**src/rtl/main_mem_tlul_adapter.sv**
```systemverilog
// TL-UL to req/gnt/rvalid main-memory bridge with in-order responses.
// Build option: MAIN_MEM_PARTIAL_WRITE_EN forwards PutPartialData with any mask.

package tlul_pkg;

    localparam logic [2:0] PutFullData    = 3'h0;
    localparam logic [2:0] PutPartialData = 3'h1;
    localparam logic [2:0] Get            = 3'h4;
    localparam logic [2:0] AccessAck      = 3'h0;
    localparam logic [2:0] AccessAckData  = 3'h1;

    typedef struct packed {
        logic [6:0] cmd_intg;
        logic [6:0] data_intg;
    } tl_a_user_t;

    typedef struct packed {
        logic [6:0] rsp_intg;
        logic [6:0] data_intg;
    } tl_d_user_t;

    typedef struct packed {
        logic        a_valid;
        logic [2:0]  a_opcode;
        logic [2:0]  a_param;
        logic [1:0]  a_size;
        logic [7:0]  a_source;
        logic [31:0] a_address;
        logic [3:0]  a_mask;
        logic [31:0] a_data;
        tl_a_user_t  a_user;
        logic        d_ready;
    } tl_h2d_t;

    typedef struct packed {
        logic        d_valid;
        logic [2:0]  d_opcode;
        logic [2:0]  d_param;
        logic [1:0]  d_size;
        logic [7:0]  d_source;
        logic        d_sink;
        logic [31:0] d_data;
        tl_d_user_t  d_user;
        logic        d_error;
        logic        a_ready;
    } tl_d2h_t;

    function automatic logic [6:0] intg7(input logic [56:0] d);
        logic [6:0] p;
        p = '0;
        for (int i = 0; i < 57; i++) begin
            p[3'(i % 7)] = p[3'(i % 7)] ^ d[6'(i)];
        end
        return p;
    endfunction

    function automatic tl_d_user_t rsp_intg_gen(
        input logic [2:0]  op,
        input logic [1:0]  size,
        input logic        err,
        input logic [31:0] data
    );
        tl_d_user_t u;
        u.rsp_intg  = intg7({51'b0, op, size, err});
        u.data_intg = intg7({25'b0, data});
        return u;
    endfunction

endpackage

module main_mem_tlul_adapter
    import tlul_pkg::*;
#(
    parameter logic [31:0] MemBaseAddr    = 32'h8000_0000,
    parameter logic [31:0] MemSize        = 32'd1048576,
    parameter int unsigned MaxOutstanding = 4
) (
    input  logic          clk_i,
    input  logic          rst_ni,
    input  tl_h2d_t       tl_i,
    output tl_d2h_t       tl_o,
    output logic          mem_req_o,
    input  logic          mem_gnt_i,
    output logic          mem_we_o,
    output logic [3:0]    mem_be_o,
    output logic [31:0]   mem_addr_o,
    output logic [31:0]   mem_wdata_o,
    input  logic          mem_rvalid_i,
    input  logic [31:0]   mem_rdata_i,
    input  logic          mem_err_i,
    output logic          busy_o
);

    localparam int PtrW = $clog2(MaxOutstanding);
    localparam int CntW = PtrW + 1;

    typedef struct packed {
        logic [7:0] source;
        logic [1:0] size;
        logic       is_get;
        logic       local_err;
    } meta_t;

    typedef struct packed {
        logic [31:0] rdata;
        logic        err;
    } cpl_t;

    logic [CntW-1:0] cnt_q, cnt_d;
    logic            req_hold_q, req_hold_d;
    logic            we_q, we_d;
    logic [3:0]      be_q, be_d;
    logic [31:0]     addr_q, addr_d;
    logic [31:0]     wdata_q, wdata_d;

    meta_t           meta_mem [MaxOutstanding];
    cpl_t            cpl_mem  [MaxOutstanding];
    logic [CntW-1:0] mw_q, mr_q, cw_q, cr_q;

    logic        a_ready, a_acc, d_hs;
    logic        op_get, op_pf, op_pp;
    logic        bad_op, bad_size, misalign, out_range;
    logic        mask_err, part_err, local_err;
    logic [31:0] offset;
    logic [3:0]  full_mask;
    meta_t       new_meta, head;
    cpl_t        head_cpl;
    logic        meta_empty, cpl_empty;
    logic        d_valid, d_error;
    logic [31:0] d_data;
    logic [2:0]  d_opcode;
    logic        unused_tl;

    assign unused_tl = ^{tl_i.a_param, tl_i.a_user};

    // A grant frees the request register in the same cycle it is reloaded.
    assign a_ready = (!req_hold_q || mem_gnt_i) && (cnt_q < CntW'(MaxOutstanding));
    assign a_acc   = tl_i.a_valid && a_ready;
    assign d_hs    = d_valid && tl_i.d_ready;

    assign op_get = (tl_i.a_opcode == Get);
    assign op_pf  = (tl_i.a_opcode == PutFullData);
    assign op_pp  = (tl_i.a_opcode == PutPartialData);
    assign offset = tl_i.a_address - MemBaseAddr;

    always_comb begin
        full_mask = 4'b1111;
        unique case (tl_i.a_size)
            2'd0:    full_mask = 4'b0001 << tl_i.a_address[1:0];
            2'd1:    full_mask = 4'b0011 << {tl_i.a_address[1], 1'b0};
            default: full_mask = 4'b1111;
        endcase
    end

    assign bad_op    = !(op_get || op_pf || op_pp);
    assign bad_size  = (tl_i.a_size > 2'd2);
    assign misalign  = ((tl_i.a_size == 2'd1) && tl_i.a_address[0])
                    || ((tl_i.a_size == 2'd2) && (|tl_i.a_address[1:0]));
    assign out_range = !(offset < MemSize);

`ifdef MAIN_MEM_PARTIAL_WRITE_EN
    assign part_err = 1'b0;
`else
    assign part_err = op_pp && (tl_i.a_mask != full_mask);
`endif

    assign mask_err  = (op_pf && (tl_i.a_mask != full_mask)) || part_err;
    assign local_err = bad_op || bad_size || misalign || out_range || mask_err;

    assign new_meta = '{
        source:    tl_i.a_source,
        size:      tl_i.a_size,
        is_get:    op_get,
        local_err: local_err
    };

    always_comb begin
        cnt_d = cnt_q;
        unique case ({a_acc, d_hs})
            2'b10:   cnt_d = cnt_q + 1'b1;
            2'b01:   cnt_d = cnt_q - 1'b1;
            default: cnt_d = cnt_q;
        endcase
    end

    always_comb begin
        req_hold_d = req_hold_q;
        we_d       = we_q;
        be_d       = be_q;
        addr_d     = addr_q;
        wdata_d    = wdata_q;
        if (req_hold_q && mem_gnt_i) begin
            req_hold_d = 1'b0;
        end
        if (a_acc && !local_err) begin
            req_hold_d = 1'b1;
            we_d       = !op_get;
            be_d       = tl_i.a_mask;
            addr_d     = {offset[31:2], 2'b00};
            wdata_d    = tl_i.a_data;
        end
    end

    always_ff @(posedge clk_i or negedge rst_ni) begin
        if (!rst_ni) begin
            cnt_q      <= '0;
            req_hold_q <= 1'b0;
            we_q       <= 1'b0;
            be_q       <= '0;
            addr_q     <= '0;
            wdata_q    <= '0;
            mw_q       <= '0;
            mr_q       <= '0;
            cw_q       <= '0;
            cr_q       <= '0;
        end else begin
            cnt_q      <= cnt_d;
            req_hold_q <= req_hold_d;
            we_q       <= we_d;
            be_q       <= be_d;
            addr_q     <= addr_d;
            wdata_q    <= wdata_d;
            if (a_acc) begin
                mw_q <= mw_q + 1'b1;
            end
            if (d_hs) begin
                mr_q <= mr_q + 1'b1;
            end
            if (mem_rvalid_i) begin
                cw_q <= cw_q + 1'b1;
            end
            if (d_hs && !head.local_err) begin
                cr_q <= cr_q + 1'b1;
            end
        end
    end

    // Storage needs no reset: reads are masked by the empty flags.
    always_ff @(posedge clk_i) begin
        if (a_acc) begin
            meta_mem[mw_q[PtrW-1:0]] <= new_meta;
        end
        if (mem_rvalid_i) begin
            cpl_mem[cw_q[PtrW-1:0]] <= '{rdata: mem_rdata_i, err: mem_err_i};
        end
    end

    assign meta_empty = (mw_q == mr_q);
    assign cpl_empty  = (cw_q == cr_q);
    assign head       = meta_empty ? '0 : meta_mem[mr_q[PtrW-1:0]];
    assign head_cpl   = cpl_empty ? '0 : cpl_mem[cr_q[PtrW-1:0]];

    always_comb begin
        d_valid = 1'b0;
        d_error = 1'b0;
        d_data  = '0;
        if (!meta_empty) begin
            if (head.local_err) begin
                d_valid = 1'b1;
                d_error = 1'b1;
            end else if (!cpl_empty) begin
                d_valid = 1'b1;
                d_error = head_cpl.err;
                d_data  = head.is_get ? head_cpl.rdata : 32'h0;
            end
        end
    end

    assign d_opcode = head.is_get ? AccessAckData : AccessAck;

    always_comb begin
        tl_o          = '0;
        tl_o.a_ready  = a_ready;
        tl_o.d_valid  = d_valid;
        tl_o.d_opcode = d_opcode;
        tl_o.d_param  = 3'h0;
        tl_o.d_size   = head.size;
        tl_o.d_source = head.source;
        tl_o.d_sink   = 1'b0;
        tl_o.d_data   = d_data;
        tl_o.d_error  = d_error;
        tl_o.d_user   = rsp_intg_gen(d_opcode, head.size, d_error, d_data);
    end

    assign mem_req_o   = req_hold_q;
    assign mem_we_o    = we_q;
    assign mem_be_o    = be_q;
    assign mem_addr_o  = addr_q;
    assign mem_wdata_o = wdata_q;
    assign busy_o      = (cnt_q != '0);

endmodule
```
**config.mk**
```make
export PLATFORM = sky130hd
export DESIGN_NAME = main_mem_tlul_adapter
export DESIGN_NICKNAME = d
export VERILOG_FILES = /design/src/rtl/main_mem_tlul_adapter.sv
export SDC_FILE = /design/constraint.sdc
export NUM_CORES = 1
export LEC_CHECK = 0
export ABC_AREA = 1
export BUFFER_PORTS_ARGS = -buffer_cell sky130_fd_sc_hd__buf_2
export CELL_PAD_IN_SITES_DETAIL_PLACEMENT = 0
export CELL_PAD_IN_SITES_GLOBAL_PLACEMENT = 1
export CORE_ASPECT_RATIO = 1.2
export CORE_MARGIN = 5
export CORE_UTILIZATION = 37
export DETAILED_ROUTE_END_ITERATION = 12
export PLACE_DENSITY = 0.77
export SLEW_MARGIN = 20
export SYNTH_ARGS = -nofsm -noshare
export SYNTH_HDL_FRONTEND = slang
export SYNTH_SLANG_ARGS = --single-unit
```
**constraint.sdc**
```tcl
create_clock -name clk_i -period 2.3 [get_ports clk_i]
set_input_delay 0.23 -clock clk_i [delete_from_list [all_inputs] [get_ports clk_i]]
set_output_delay 0.23 -clock clk_i [all_outputs]
set_load 0.01 [all_outputs]
```
# [Word-level counts from Yosys, hierarchy flattened]
# Memories as Yosys holds them, arrays and structs flattened.
# Cells that the tools add are included.
[op_classes] reduce_logical=31 order_cmp=3 add_sub_neg=7 n_mux=20 n_shift=2 n_eq_ne=9
[op_table] operator="$mux W32" count=4
[op_table] operator="$lt A32 B21 Y1 const B" count=1
[op_table] operator="$sub A32 B32 Y32 const B" count=1
[op_table] operator="$add A3 B1 Y3 const B" count=5
[op_table] operator="$mux W1" count=13
[op_table] operator="$mux W12" count=1
[op_table] operator="$logic_and A1 B1 Y1" count=10
[op_table] operator="$logic_or A1 B1 Y1" count=9
[op_table] operator="$pmux W4 S2" count=1
[op_table] operator="$eq A3 B3 Y1" count=2
[op_table] operator="$logic_not A1 Y1" count=6
[op_table] operator="$pmux W3 S2" count=1
[op_table] operator="$eq A2 B1 Y1 const B" count=2
[op_table] operator="$eq A2 B2 Y1 const B" count=2
[op_table] operator="$ne A4 B4 Y1" count=1
[op_table] operator="$reduce_bool A2 Y1" count=2
[op_table] operator="$shl A1 B2 Y4 const A" count=1
[op_table] operator="$shl A2 B2 Y4 const A" count=1
[op_table] operator="$eq A3 B1 Y1 const B" count=1
[op_table] operator="$eq A3 B3 Y1 const B" count=1
[op_table] operator="$logic_not A3 Y1" count=1
[op_table] operator="$lt A3 B3 Y1 const B" count=1
[op_table] operator="$reduce_bool A3 Y1" count=1
[op_table] operator="$sub A3 B1 Y3 const B" count=1
[op_table] operator="3 further kinds" count=3
[word_totals] n_memories=2 ff_bits=83 out_inout_bits=137 ramBits=180
[mem_list] name="cpl_mem" words=4 width=33 rd=1 rd_clocked_by_memory_dff=0 wr=1 line_no="117" source="cpl_t cpl_mem [MaxOutstanding];"
[mem_list] name="meta_mem" words=4 width=12 rd=1 rd_clocked_by_memory_dff=0 wr=1 line_no="116" source="meta_t meta_mem [MaxOutstanding];"

# [Depth between registers and ports, before layout]
[depth] depth_word=11 mapped_depth=16 ltp_nobuf=16

# [Worst setup path before layout]
# Ideal clock, no wire load.
[synth_path] kind="register to register" start="register mr_q[0]" end="register cnt_q[2]" setup_time_ns=0.079 setup_slack_ns=0.091 arrival_ns=2.130 n_path_buf=1 path_stages_with_launch=16 required_ns=2.221 path_cell_list="dfrtp_1 buf_2 inv_1 nand2_1 a32oi_1 nand2_1 nand2_1 nand2_1 inv_1 ha_1 inv_1 fa_1 nor2_1 nor2_1 nand2_1 xor2_1"
[synth_between] elab_chain_cells=7
[synth_rtl] item="from (decl)" line_no="118" source="logic [CntW-1:0] mw_q, mr_q, cw_q, cr_q;"
[synth_rtl] item="from (signal assigned)" line_no="227" source="mr_q <= mr_q + 1'b1;"
[synth_rtl] item="$mem_v2 Z4 W12 / $eq A3 B3 Y1 (equally long branches)"
[synth_rtl] item="$mux W12" line_no="250" source="assign head = meta_empty ? '0 : meta_mem[mr_q[PtrW-1:0]];"
[synth_rtl] item="$mux W1" line_no="258" source="if (head.local_err) begin"
[synth_rtl] item="$mux W1 (*)" line_no="257" source="if (!meta_empty) begin"
[synth_rtl] item="net d_valid" line_no="129" source="logic d_valid, d_error;"
[synth_rtl] item="$logic_and A1 B1 Y1 (*)" line_no="139" source="assign d_hs = d_valid && tl_i.d_ready;"
[synth_rtl] item="$eq A2 B1 Y1 / $eq A2 B2 Y1 (equally long branches)" line_no="179" source="unique case ({a_acc, d_hs})"
[synth_rtl] item="$pmux W3 S2 / $reduce_bool A2 Y1 (equally long branches)"
[synth_rtl] item="to (signal assigned)" line_no="217" source="cnt_q <= cnt_d;"
[synth_rtl] item="to (decl)" line_no="109" source="logic [CntW-1:0] cnt_q, cnt_d;"
# The timed path passes the listed nets; every way through them passes the cells marked *.
# A chain may end at the register's enable or synchronous reset.

==> metrics.md <==
| Metric | Value |
|---|---|
| Final Hold Fails | `0` |
| Clock Pin Slew Worst Setup and Hold Paths | `60 ps` |
| CP startpoint kind | `flip-flop` |
| Crit path arrival time | `2120 ps` |
| Leading area contributor after synthesis | `edfxtp_1` |
| Clock root cell | `clkbuf_16` |
| Number of buffers added on ports | `234` |
| Static leakage | `6.83 nW` |
| Peak ir drop on the vdd network | `697 uV` |
| Cell count after synthesis | `997` |
| Violated checks | `negative setup slack` |
| First-pass GRT wire length | `44100 um` |
| Number of max-slew violations in the final report | `0` |
| Synthesis-to-layout area growth | `37.1%` |
| Fraction of the cycle the final worst path needs | `102%` |
| DRC violation total after the first TritonRoute iteration | `449` |
| Cell with the most instances after synthesis | `nor2_1` |
| Worst-Margin Slew | `523 ps` |
| Type of element capturing the critical path | `primary output` |
| Number of routed nets with antenna violations | `0` |
| Final std cells w/o fill | `1755` |
| CP delay by family, top | `buffers and inverters` |
| Total Wirelength | `28400 um` |
| Maximum level of the CTS H-tree | `1` |
| Largest incremental delay on the critical path | `460 ps` |
| Max cap viols | `0` |
| Worst setup slack for register-to-register paths | `20 ps` |
| Via total after detailed routing | `8380` |
| CTS tree | `yes` |
| Detailed Routing Iterations Pass 1 | `5` |
| Crit path buffers/inverters | `5` |
| Share of post-route cells with drive strength above 1 | `28.1%` |
| Effective utilization at floorplan | `37.3%` |
| Area of the die | `33300 um^2` |
| Reg-to-Reg Start | `mr_q[0]$_DFFE_PN0N_` |
| Endpoints failing setup | `32` |
| Yosys Warn Count | `0` |
| Worst setup startpoint | `mr_q[0]$_DFFE_PN0N_` |
| Worst path setup slack after routing | `-50.9 ps` |
| Post-route design area | `15100 um^2` |
| Wire per inst | `16.2 um` |
| Clock sink count | `263` |
| Clock skew | `8.79 ps` |
| Instance count after placement with tap cells included | `1591` |
| Biggest area contributors in the synthesized netlist | `edfxtp_1, dfrtp_1, nor2_1` |
| Most used flip-flop cell after synthesis | `edfxtp_1` |
| Area after DPL | `12700 um^2` |
| Horizontal die dimension | `168 um` |
| Vias in the first global route | `8386` |
| Count of flip-flops with a built-in enable after synthesis | `180` |
| Netlist area before placement | `11000 um^2` |
| Number of buffers between clock root and the deepest sink | `3` |
| Max stage delay cell, worst path | `dfrtp_2` |
| Largest net degree at the start of global routing | `69` |
| Setup TNS | `-709 ps` |
| Maximum clock frequency | `425 MHz` |
| Filler Cells Inserted | `2596` |
| Relative slew slack | `65.2%` |
| Flop and latch count out of synthesis | `263` |
| Drc violations | `0` |
| Number of antenna violations at the first check in global routing | `1` |
| Std-Cell Rows | `69` |
| Data required, critical path | `2070 ps` |
| Clock period minus final worst setup slack | `2350 ps` |
| Synth top area share | `49.1%` |
| Number of nets in the finished design | `1492` |
| Outcome | `finished, violations left` |
| Routability Congestion | `0.807` |
| Class of the most critical hold timing path | `input port to flip-flop` |
| Post-synthesis sequential area ratio | `67.9%` |
| Post-synthesis cell type count | `32` |
| Dpl hpwl | `16900 um` |
| Average instance area after synthesis | `11.1 um^2` |
| Power, Total | `0.0169 W` |
| Async SR Flop Fraction | `31.6%` |
| CP most frequent cell | `nand2_1` |
| Power density normalized to cell area | `1120 nW/um^2` |
| Most instantiated cells after synthesis | `nor2_1, edfxtp_1, nand2_1, dfrtp_1, inv_1` |
| Largest fanout on the critical path | `8` |
| Clock latency reported for the late side of the worst-skew pair | `530 ps` |
| Area of the core region | `29500 um^2` |
| Clock buffers created by TritonCTS | `27` |
| Via density | `4.77` |
| Aggregate global-route resource usage | `16.1%` |
| Boundary pin count | `274` |
| Vertical extent of the die | `199 um` |
| Crit-path cells | `inv_4, buf_12, nand2_2, nand2_1, nand2_1, a21oi_2, nand3b_1, buf_6, clkbuf_16, nor2_2, buf_2` |
| Residual overflow from global routing | `0` |
| Worst hold path startpoint | `tl_i[63]` |
| Multi-input gate area in the final layout | `3010 um^2` |
| Storage cell area | `7490 um^2` |
| RSZ-0062 raised after global routing | `yes` |
| Critical path type | `flip-flop to primary output` |
-- registers in the layout (all words and copies together) (netlist names), 4 cells and up --
| name | cells |
|---|---|
| cpl_mem | 132 |
| meta_mem | 48 |
| mem_wdata_o | 32 |
| mem_addr_o | 30 |
| mem_be_o | 4 |
-- tightest hold or removal path, stage by stage --
cell     delay [ps]
buf_2           100
nand4_1         130
nand2_1          60
-- worst paths after layout --
| path | endpoint | cells past startpoint |
|---|---|---|
| hold / removal | mem_addr_o[12]$_DFFE_PN0P_ | 3 |
| hold reg to reg | mem_wdata_o[13]$_DFFE_PN0P_ | 2 |
| min in group asynchronous | mem_addr_o[23]$_DFFE_PN0P_ | 2 |
| setup / recovery | tl_o[46] | 11 |
| max in group asynchronous | mem_addr_o[5]$_DFFE_PN0P_ | 3 |
| setup reg to reg | cnt_q[2]$_DFFE_PN0P_ | 15 |
-- report_power, final --
part / internal (W) / switching, W / leakage [nW]
clock: 0.00280 / 0.00176 / 0.458
sequential: 0.00583 / 0.000246 / 2.77
combinational: 0.00254 / 0.00371 / 3.60
-- layout make-up --
cell class / count / share of cell area [%]
sequential: 263 / 49.6
tap: 390 / 3.23
clock buffer: 35 / 5.09
antenna: 1 / 0.0166
multi-input combinational: 594 / 19.9
timing repair buffer: 378 / 19.0
inverter: 79 / 2.00
clock inverter: 15 / 1.18
-- routing by layer --
layer  vias to the layer above  wire length (um)  global-route usage (%)
met1                      3999             11500                    19.7
met5                         -                 0                       0
met4                         0               797                    4.51
li1                       4041                 -                       -
met3                        43              2280                    4.53
met2                       297             13800                    28.0
-- what timing repair did --
| item | in CTS | in global routing |
|---|---|---|
| gates resized for setup | 23 | 56 |
| cloned | 2 | 3 |
| hold buffers | 98 | 0 |
| setup endpoints to repair | 43 | 34 |
| pin swaps | 2 | 1 |
| buffers inserted | 7 | 3 |
| hold endpoints to repair | 262 | 0 |
-- cell usage in the layout (no fill, tap or decap), drive strengths merged --
master,count
bufbuf,1
buf,276
nand2,180
inv,79
o21ai,62
o32ai,32
nor3,2
xor2,6
clkinvlp,2
nand4,56
fa,1
dlygate4sd3,98
nand3,9
clkinv,9
clkbuf,38
bufinv,4
xnor2,7
a32o,1
conb,22
a21oi,18
edfxtp,180
ha,11
diode,1
nand3b,2
nor2,183
a32oi,1
dfrtp,83
o22ai,1
-- logic make-up (layout without fill, tap and decap cells) --
family | count (synthesis) | after routing | share of synthesized area, %
compound gates | 115 | 115 | 6.47
xor+xnor | 13 | 13 | 1.03
other cells | 1 | 23 | 0.0340
fa+ha+maj | 12 | 12 | 1.43
flops | 263 | 263 | 67.9
buf+inv | 161 | 507 | 6.82
simple gates | 432 | 432 | 16.3
-- stage by stage --
| step | utilization [%] | hold WS (ps) | setup WS (ps) |
|---|---|---|---|
| 2_1_floorplan | - | -65.6 | 91.2 |
| 3_3_place_gp | 43.0 | 237 | 77.5 |
| 3_5_place_dp | 43.0 | 241 | 78.0 |
| 4_1_cts | 50.2 | 16.9 | -70.2 |
| 5_1_grt | 51.2 | 16.2 | -168 |
| 6_report | 51.2 | 42.3 | -50.9 |
Note: power is estimated with default switching activity, not from simulation.
